<file path="src/rtl/lsu_pkg.sv">
// Shared definitions for the load/store unit: funct3 access codes and FSM states.
package lsu_pkg;

    localparam logic [2:0] F3_B  = 3'd0;
    localparam logic [2:0] F3_H  = 3'd1;
    localparam logic [2:0] F3_W  = 3'd2;
    localparam logic [2:0] F3_BU = 3'd4;
    localparam logic [2:0] F3_HU = 3'd5;

    typedef enum logic [1:0] {
        IDLE,
        BUSY,
        RESP
    } lsu_state_t;

endpackage

</file>
<file path="src/rtl/lsu_align.sv">
// Combinational lane logic: byte enables, store replication, legality checks
// and load extraction/extension for one access.
module lsu_align
    import lsu_pkg::*;
(
    input  logic        we,
    input  logic [2:0]  funct3,
    input  logic [1:0]  offset,
    input  logic [31:0] wdata,
    input  logic [31:0] rword,
    output logic [3:0]  be,
    output logic [31:0] wdata_rep,
    output logic        misaligned,
    output logic        illegal,
    output logic [31:0] load_data
);

    logic [31:0] shifted;

    always_comb begin
        be         = 4'b0000;
        wdata_rep  = 32'h0;
        misaligned = 1'b0;
        illegal    = 1'b0;
        load_data  = 32'h0;
        shifted    = rword >> {offset, 3'b000};

        case (funct3)
            F3_B, F3_BU: begin
                be        = 4'b0001 << offset;
                wdata_rep = {4{wdata[7:0]}};
            end
            F3_H, F3_HU: begin
                be         = 4'b0011 << offset;
                wdata_rep  = {2{wdata[15:0]}};
                misaligned = offset[0];
            end
            F3_W: begin
                be         = 4'b1111;
                wdata_rep  = wdata;
                misaligned = (offset != 2'b00);
            end
            default: illegal = 1'b1;
        endcase

        // Unsigned variants exist only for loads.
        if (we && (funct3 == F3_BU || funct3 == F3_HU))
            illegal = 1'b1;

        case (funct3)
            F3_B:    load_data = {{24{shifted[7]}}, shifted[7:0]};
            F3_BU:   load_data = {24'h0, shifted[7:0]};
            F3_H:    load_data = {{16{shifted[15]}}, shifted[15:0]};
            F3_HU:   load_data = {16'h0, shifted[15:0]};
            F3_W:    load_data = shifted;
            default: load_data = 32'h0;
        endcase
    end

endmodule

</file>
<file path="src/rtl/load_store_unit.sv">
// Multi-cycle memory stage: one load/store per handshake to a word-addressed data port.
// Optional LSU_TIMEOUT_EN aborts an access with an error after TIMEOUT_CYCLES BUSY cycles.
//
// state | meaning
// IDLE  | ready for a request, no access outstanding
// BUSY  | mem_req held, waiting for mem_ack (or timeout)
// RESP  | one-cycle response to writeback
module load_store_unit
    import lsu_pkg::*;
#(
    parameter int TIMEOUT_CYCLES = 16,
    parameter int ADDR_W         = 32
) (
    input  logic              clk,
    input  logic              rst,
    input  logic              req_valid,
    output logic              req_ready,
    input  logic              req_we,
    input  logic [2:0]        req_funct3,
    input  logic [ADDR_W-1:0] req_addr,
    input  logic [31:0]       req_wdata,
    input  logic [4:0]        req_rd,
    output logic              resp_valid,
    output logic [31:0]       resp_rdata,
    output logic [4:0]        resp_rd,
    output logic              resp_err,
    output logic              stall,
    output logic              mem_req,
    output logic              mem_we,
    output logic [ADDR_W-1:0] mem_addr,
    output logic [31:0]       mem_wdata,
    output logic [3:0]        mem_be,
    input  logic              mem_ack,
    input  logic [31:0]       mem_rdata
);

    lsu_state_t        state_q, state_d;
    logic              we_q;
    logic [2:0]        f3_q;
    logic [ADDR_W-1:0] addr_q;
    logic [31:0]       wdata_q;
    logic [3:0]        be_q;
    logic [4:0]        rd_q;
    logic [31:0]       rdata_q;
    logic              err_q;

    logic              in_idle;
    logic              accept;
    logic              bad;
    logic              timeout_hit;
    logic [3:0]        be;
    logic [31:0]       wdata_rep;
    logic              misaligned;
    logic              illegal;
    logic [31:0]       load_data;

    assign in_idle = (state_q == IDLE);
    assign accept  = in_idle && req_valid;
    assign bad     = illegal | misaligned;

    // While idle the aligner checks the incoming request; afterwards it
    // works on the registered access so load extraction sees the right lane.
    lsu_align u_align (
        .we         (in_idle ? req_we : we_q),
        .funct3     (in_idle ? req_funct3 : f3_q),
        .offset     (in_idle ? req_addr[1:0] : addr_q[1:0]),
        .wdata      (req_wdata),
        .rword      (mem_rdata),
        .be         (be),
        .wdata_rep  (wdata_rep),
        .misaligned (misaligned),
        .illegal    (illegal),
        .load_data  (load_data)
    );

`ifdef LSU_TIMEOUT_EN
    localparam int CNT_W = $clog2(TIMEOUT_CYCLES + 1);
    logic [CNT_W-1:0] cnt_q;

    always_ff @(posedge clk or posedge rst) begin
        if (rst)
            cnt_q <= '0;
        else if (accept)
            cnt_q <= CNT_W'(TIMEOUT_CYCLES - 1);
        else if (state_q == BUSY && !mem_ack && cnt_q != '0)
            cnt_q <= cnt_q - 1'b1;
    end

    assign timeout_hit = (state_q == BUSY) && !mem_ack && (cnt_q == '0);
`else
    assign timeout_hit = 1'b0;
`endif

    always_ff @(posedge clk or posedge rst) begin
        if (rst)
            state_q <= IDLE;
        else
            state_q <= state_d;
    end

    always_comb begin
        state_d = state_q;
        case (state_q)
            IDLE:    if (req_valid) state_d = bad ? RESP : BUSY;
            BUSY:    if (mem_ack || timeout_hit) state_d = RESP;
            RESP:    state_d = IDLE;
            default: state_d = IDLE;
        endcase
    end

    always_ff @(posedge clk or posedge rst) begin
        if (rst) begin
            we_q    <= 1'b0;
            f3_q    <= 3'd0;
            addr_q  <= '0;
            wdata_q <= 32'h0;
            be_q    <= 4'b0000;
            rd_q    <= 5'd0;
            rdata_q <= 32'h0;
            err_q   <= 1'b0;
        end else if (accept) begin
            we_q    <= req_we;
            f3_q    <= req_funct3;
            addr_q  <= req_addr;
            wdata_q <= wdata_rep;
            be_q    <= be;
            rd_q    <= req_rd;
            rdata_q <= 32'h0;
            err_q   <= bad;
        end else if (state_q == BUSY) begin
            if (mem_ack)
                rdata_q <= we_q ? 32'h0 : load_data;
            else if (timeout_hit)
                err_q <= 1'b1;
        end
    end

    assign req_ready  = in_idle;
    assign stall      = !in_idle;
    assign mem_req    = (state_q == BUSY);
    assign mem_we     = mem_req & we_q;
    assign mem_addr   = mem_req ? {addr_q[ADDR_W-1:2], 2'b00} : '0;
    assign mem_wdata  = mem_req ? wdata_q : 32'h0;
    assign mem_be     = mem_req ? be_q : 4'b0000;
    assign resp_valid = (state_q == RESP);
    assign resp_rdata = resp_valid ? rdata_q : 32'h0;
    assign resp_rd    = resp_valid ? rd_q : 5'd0;
    assign resp_err   = resp_valid & err_q;

endmodule

</file>
<file path="config.mk">
export PLATFORM = sky130hd
export DESIGN_NAME = load_store_unit
export DESIGN_NICKNAME = d
export VERILOG_FILES = /design/src/rtl/lsu_pkg.sv /design/src/rtl/lsu_align.sv /design/src/rtl/load_store_unit.sv
export SDC_FILE = /design/constraint.sdc
export NUM_CORES = 1
export LEC_CHECK = 0
export CORE_MARGIN = 4
export CORE_UTILIZATION = 40
export DETAILED_ROUTE_END_ITERATION = 12
export GPL_TIMING_DRIVEN = 0
export PLACE_DENSITY = 0.73
export SYNTH_ARGS = -nofsm -noshare
export SYNTH_HDL_FRONTEND = slang
export SYNTH_SLANG_ARGS = --single-unit
</file>
<file path="constraint.sdc">
create_clock -name clk -period 10.4 [get_ports clk]
set_input_delay 2.6 -clock clk [delete_from_list [all_inputs] [get_ports clk]]
set_output_delay 2.6 -clock clk [all_outputs]
set_load 0.01 [all_outputs]
</file>
After elaboration in Yosys (flattened, before gate mapping)
Index checks and enable logic that the tools add are counted.
Storage, ports and cells
  flip-flop bits (word level): 112
  bits in latches: 0
  RAM bits: 0
  bits in read-only memories: 0
  bits of input ports: 109
  output and inout port bits: 111
  logic and storage cells: 59
  memories kept: 0
Cells by class
  add/sub/neg operators: 0
  multiply operators: 0
  divide/modulo/power cells: 0
  magnitude comparators: 0
  eq/ne operators: 8
  shift operators: 3
  mux-type cells: 22
  bitwise gates (word level): 3
  reduce and logical (&&, ||, !) cells: 14
Operators by type and width (number)
  32-bit two-way mux: 7
  32-bit one-hot mux with 5 select lines: 1
  32-bit one-hot mux with 3 select lines: 1
  32-bit by 5-bit >> shifter with 32-bit output: 1
  4-bit one-hot mux with 3 select lines: 1
  2-bit two-way mux: 4
  3-bit equality test (second input constant): 2
  2-bit nonzero test: 3
  5-bit two-way mux: 1
  5-bit OR reduction: 1
  4-bit two-way mux: 1
  2-bit one-hot mux with 2 select lines: 1
  2-bit AND reduction: 2
  2-bit OR reduction: 2
  1-bit by 2-bit << shifter with 4-bit output (first input constant): 1
  2-bit by 2-bit << shifter with 4-bit output (first input constant): 1
  3-bit by 1-bit equality test with 1-bit output (second input constant): 1
  3-bit by 2-bit equality test with 1-bit output (second input constant): 1
  3-bit zero test: 1
  1-bit two-way mux: 3
  3-bit two-way mux: 1
  1-bit bitwise AND: 2
  2-bit by 1-bit equality test with 1-bit output (second input constant): 1
  2-bit equality test (second input constant): 1
  8 further kinds: 9

Longest topological paths before layout
  word-level depth: 10
  gate-level depth with buffers: 9
  gate-level depth less buffers: 6

Hierarchy
A second synthesis with hierarchy kept.
Unflattened totals
  cell total of the unflattened synthesis: 566
  area, all modules: 6187.2 sq um
By module, submodules not included
  load_store_unit: times used 1, cells an instance 378, area each 4948.5 sq um, seq. area each 2802.7 sq um
  lsu_align: times used 1, cells an instance 188, area each 1238.7 sq um, seq. area each 0.0 sq um

Worst setup path before layout
OpenSTA, ideal clock, no wires.
  path type: input port to flip-flop
  start: input req_addr[0]
  end: register rdata_q[10]
  setup time: 0.129 ns
  arrival: 3.904 ns
  required time: 10.271 ns
  slack: 6.367 ns
  cell stages on the path: 6
  path buffers: 1
  cells stage by stage: nor3b_2 > nor2_4 > mux2_2 > o211ai_4 > buf_6 > o211ai_2
Between the ends
  longest elaborated chain between the ends: 7
Ends and longest elaborated chain
  from (decl): line load_store_unit.sv:20  | input logic [ADDR_W-1:0] req_addr,
  2-bit two-way mux: line load_store_unit.sv:66  | .offset (in_idle ? req_addr[1:0] : addr_q[1:0]),
  32-bit by 5-bit >> shifter with 32-bit output: line lsu_align.sv:26  | shifted = rword >> {offset, 3'b000};
  32-bit one-hot mux with 5 select lines: line lsu_align.sv:50  | case (funct3)
  32-bit two-way mux: line load_store_unit.sv:132  | rdata_q <= we_q ? 32'h0 : load_data;
  32-bit two-way mux: line load_store_unit.sv:131  | if (mem_ack)
  32-bit two-way mux: line load_store_unit.sv:130  | end else if (state_q == BUSY) begin
  32-bit two-way mux: line load_store_unit.sv:121  | end else if (accept) begin
  to (signal assigned): line load_store_unit.sv:132
  to (decl): line load_store_unit.sv:44  | logic [31:0] rdata_q;
Every way passes these cells. The select of a mux whose other input is x is not followed.
A chain may end at the register's enable or synchronous reset.

Worst setup path after layout
  start: register state_q[1]
  end: output mem_wdata[16]
Between the ends
  longest elaborated chain between the ends: 2
Ends and longest elaborated chain
  from (decl): line load_store_unit.sv:37  | lsu_state_t state_q, state_d;
  from (signal assigned): line load_store_unit.sv:98  | state_q <= state_d;
  2-bit by 1-bit equality test with 1-bit output: line load_store_unit.sv:140  | assign mem_req = (state_q == BUSY);
  32-bit two-way mux: line load_store_unit.sv:143  | assign mem_wdata = mem_req ? wdata_q : 32'h0;
  to (decl): line load_store_unit.sv:31  | output logic [31:0] mem_wdata,
Every way passes these cells.

==> results.toml <==
[outcome]
status = "finished, final reports clean"

[synthesis]
synth.most_common_cell = "dfrtp_1"
synth-seq-area-share_pct = 45.6
synth_cell_type_count = 49
synth_top_area_share_pct = 45.6
synth_edf_count = 0
ys_warn_count = 0
ys_dominant_reg_cell = "dfrtp_1"
ys_ff_latch = 112
ys_async_sr_fraction_pct = 100
synth_area_um2 = 6140
yosys.area.top_type = "dfrtp_1"
synthTopCellsByArea = "dfrtp_1 (46%), mux2_2 (12%), and2_1 (11%), a22oi_1 (3.8%), nand3_2 (2.6%)"
ys_top_cells_by_count = "dfrtp_1 (112), and2_1 (106), mux2_2 (66)"
synth_cells = 553
syn-mean-instance-area_um2 = 11.1

[drt]
vias = 5319
drtIter0Drc = 313
drcViolationCount = 0
routed_via_density = 5.45
wl_per_cell_um = 19.5
drtPass1Iterations = 5
totalWireLength_um = 19000
final_antenna_net_count = 0

[timing]
min_period_ps = 5510
finalHoldViolCount = 0
finalSetupTns_ps = 0
fmax_ghz = 0.181
period_share_pct = 53.0
maxSlewViolCount = 0
rsz0062_at_grt = "no"
slew_headroom_pct = 49.7
skew_ps = 6.70
fin_ws_ps = 4890
setup_viol = 0
worstMarginPinSlew_ps = 739

[grt]
grt_pass1_vias = 5666
grt_max_degree = 69
grt_use_total_pct = 21.8
antenna_found_initial = 0
grt_overflow_total = 0
grt_pass1_wl_um = 30700

[cts]
clk_latency_ps = 350
htree_levels = 3
cts_sinks = 112
cts_tree = "yes"
cts_made_buffers = 9
post_cts_buffers = 0
hold_buffers = 0
post_cts_resized = 0
root_buffer = "clkbuf_16"
cts_buffer_depth = 2
path_clk_slew_ps = 80

[cells_and_area]
final_cell_area_um2 = 8890
fill_cells = 1252
nNetsFinal = 892
n_antenna_cell = 0
drive_gt1_share_pct = 18.8
areaGrowthSynthToFinish_pct = 44.7

[pwr]
power_density_nw_per_um2 = 241
p_leak_nw = 3.83
ir_drop_mv = 0.110

[floorplanning]
die_width_um = 132
row_count = 45
core_area_um2 = 15100
start_util_pct = 40.6
ioPinCount = 220
die_h_um = 132
dieArea_um2 = 17400

[placement]
gp_congestion = 0.887
portBuffers = 217
hpwlAfterDp_um = 14600
pre_cts_ws_ps = 5190
placed_area_um2 = 8590

[worst_setup_path]
arrival_ps = 2910
crit_path_max_fanout = 10
rrSetupSlack_ps = 7740
cp-end-kind = "output pin"
cp-start-kind = "flip-flop"
critPathRequiredTime_ps = 7800
crit_type = "flip-flop to output pin"
r2r_cells = 8

[run]
drv_cap = 0

[min_path]
worstHoldPathCells = 2
min_path_type = "flip-flop to flip-flop"
-- worst paths after layout --
path,startpoint,endpoint
worst min register to register,wdata_q[19],wdata_q[19]
max in group asynchronous,rst,wdata_q[30]
worst max register to register,state_q[0],rdata_q[9]
worst min-delay path,wdata_q[19],wdata_q[19]
min in group asynchronous,rst,addr_q[19]
worst max-delay path,state_q[1],mem_wdata[16]
-- registers in the layout (all words and copies together), names as in the netlist --
name / flops
addr_q: 32
be_q: 4
f3_q: 3
state_q: 2
rd_q: 5
err_q: 1
rdata_q: 32
wdata_q: 32
we_q: 1
-- final cells by class --
type / instances / area [um2] / share of cell area [%]
Tap cell: 188 / 235 / 2.65
Buffer: 43 / 224 / 2.52
Inverter: 4 / 22.5 / 0.253
Multi-Input combinational cell: 395 / 3100 / 34.9
Timing Repair Buffer: 218 / 2200 / 24.7
Clock inverter: 6 / 67.6 / 0.760
Clock buffer: 10 / 239 / 2.69
Sequential cell: 112 / 2800 / 31.5
-- cells in the final DEF (no fill, tap or decap), types with 9 or more instances in the layout --
master / netlist / routed
nand2_1: 40 / 40
clkbuf_1: 23 / 23
dfrtp_1: 112 / 112
buf_2: 11 / 11
a22o_1: 17 / 17
clkdlybuf4s50_1: 0 / 217
clkbuf_16: 0 / 9
and2_1: 106 / 106
o21ai_1: 21 / 21
nand3_2: 16 / 16
a21oi_1: 9 / 9
o21ai_0: 12 / 12
a22oi_1: 31 / 31
mux2_2: 66 / 66
mux2i_1: 10 / 10
-- where the power goes --
group | leakage [nW] | switching (mW) | internal (mW) | total [mW]
Sequential | 1.43 | 0.0860 | 0.600 | 0.686
Combinational | 2.26 | 0.563 | 0.532 | 1.10
Clock | 0.145 | 0.167 | 0.195 | 0.361
-- metrics by stage --
| step | hold WS, ps | total power, mW | utilization [%] | cells |
|---|---|---|---|---|
| final | 478 | 2.14 | 58.7 | 976 |
| after global routing | 504 | 2.28 | 58.7 | 976 |
| after CTS | 484 | 2.15 | 58.7 | 976 |
| after detailed placement | 464 | 1.79 | 56.7 | 960 |
| after global placement | 457 | 1.75 | 56.5 | 959 |
| after floorplan | 430 | 1.38 | - | 554 |
-- cell families after synthesis --
logic type             share of synthesized area, %
buffers and inverters                          3.97
and+or+nand+nor                                19.0
DFF                                            45.6
other                                        0.0610
AOI/OAI and AO/OA                              14.4
muxes                                          17.0
-- routing by layer --
metal / share of wire [%] / global-route usage, % / up-vias
met4: 2.4 / 7.76 / 0
met2: 49 / 37.1 / 222
met5: 0 / 0 / -
met1: 41 / 27.3 / 2629
met3: 6.9 / 4.96 / 28
li1: - / - / 2440
-- worst max-delay path, stage by stage (launching register included) --
cell and delay [ps]:
dfrtp_1 400, clkbuf_1 220, nor2_1 430, clkbuf_1 450, clkbuf_1 330, and2_1 190
clkdlybuf4s50_1 530
Power figures use the tool's default switching activity.
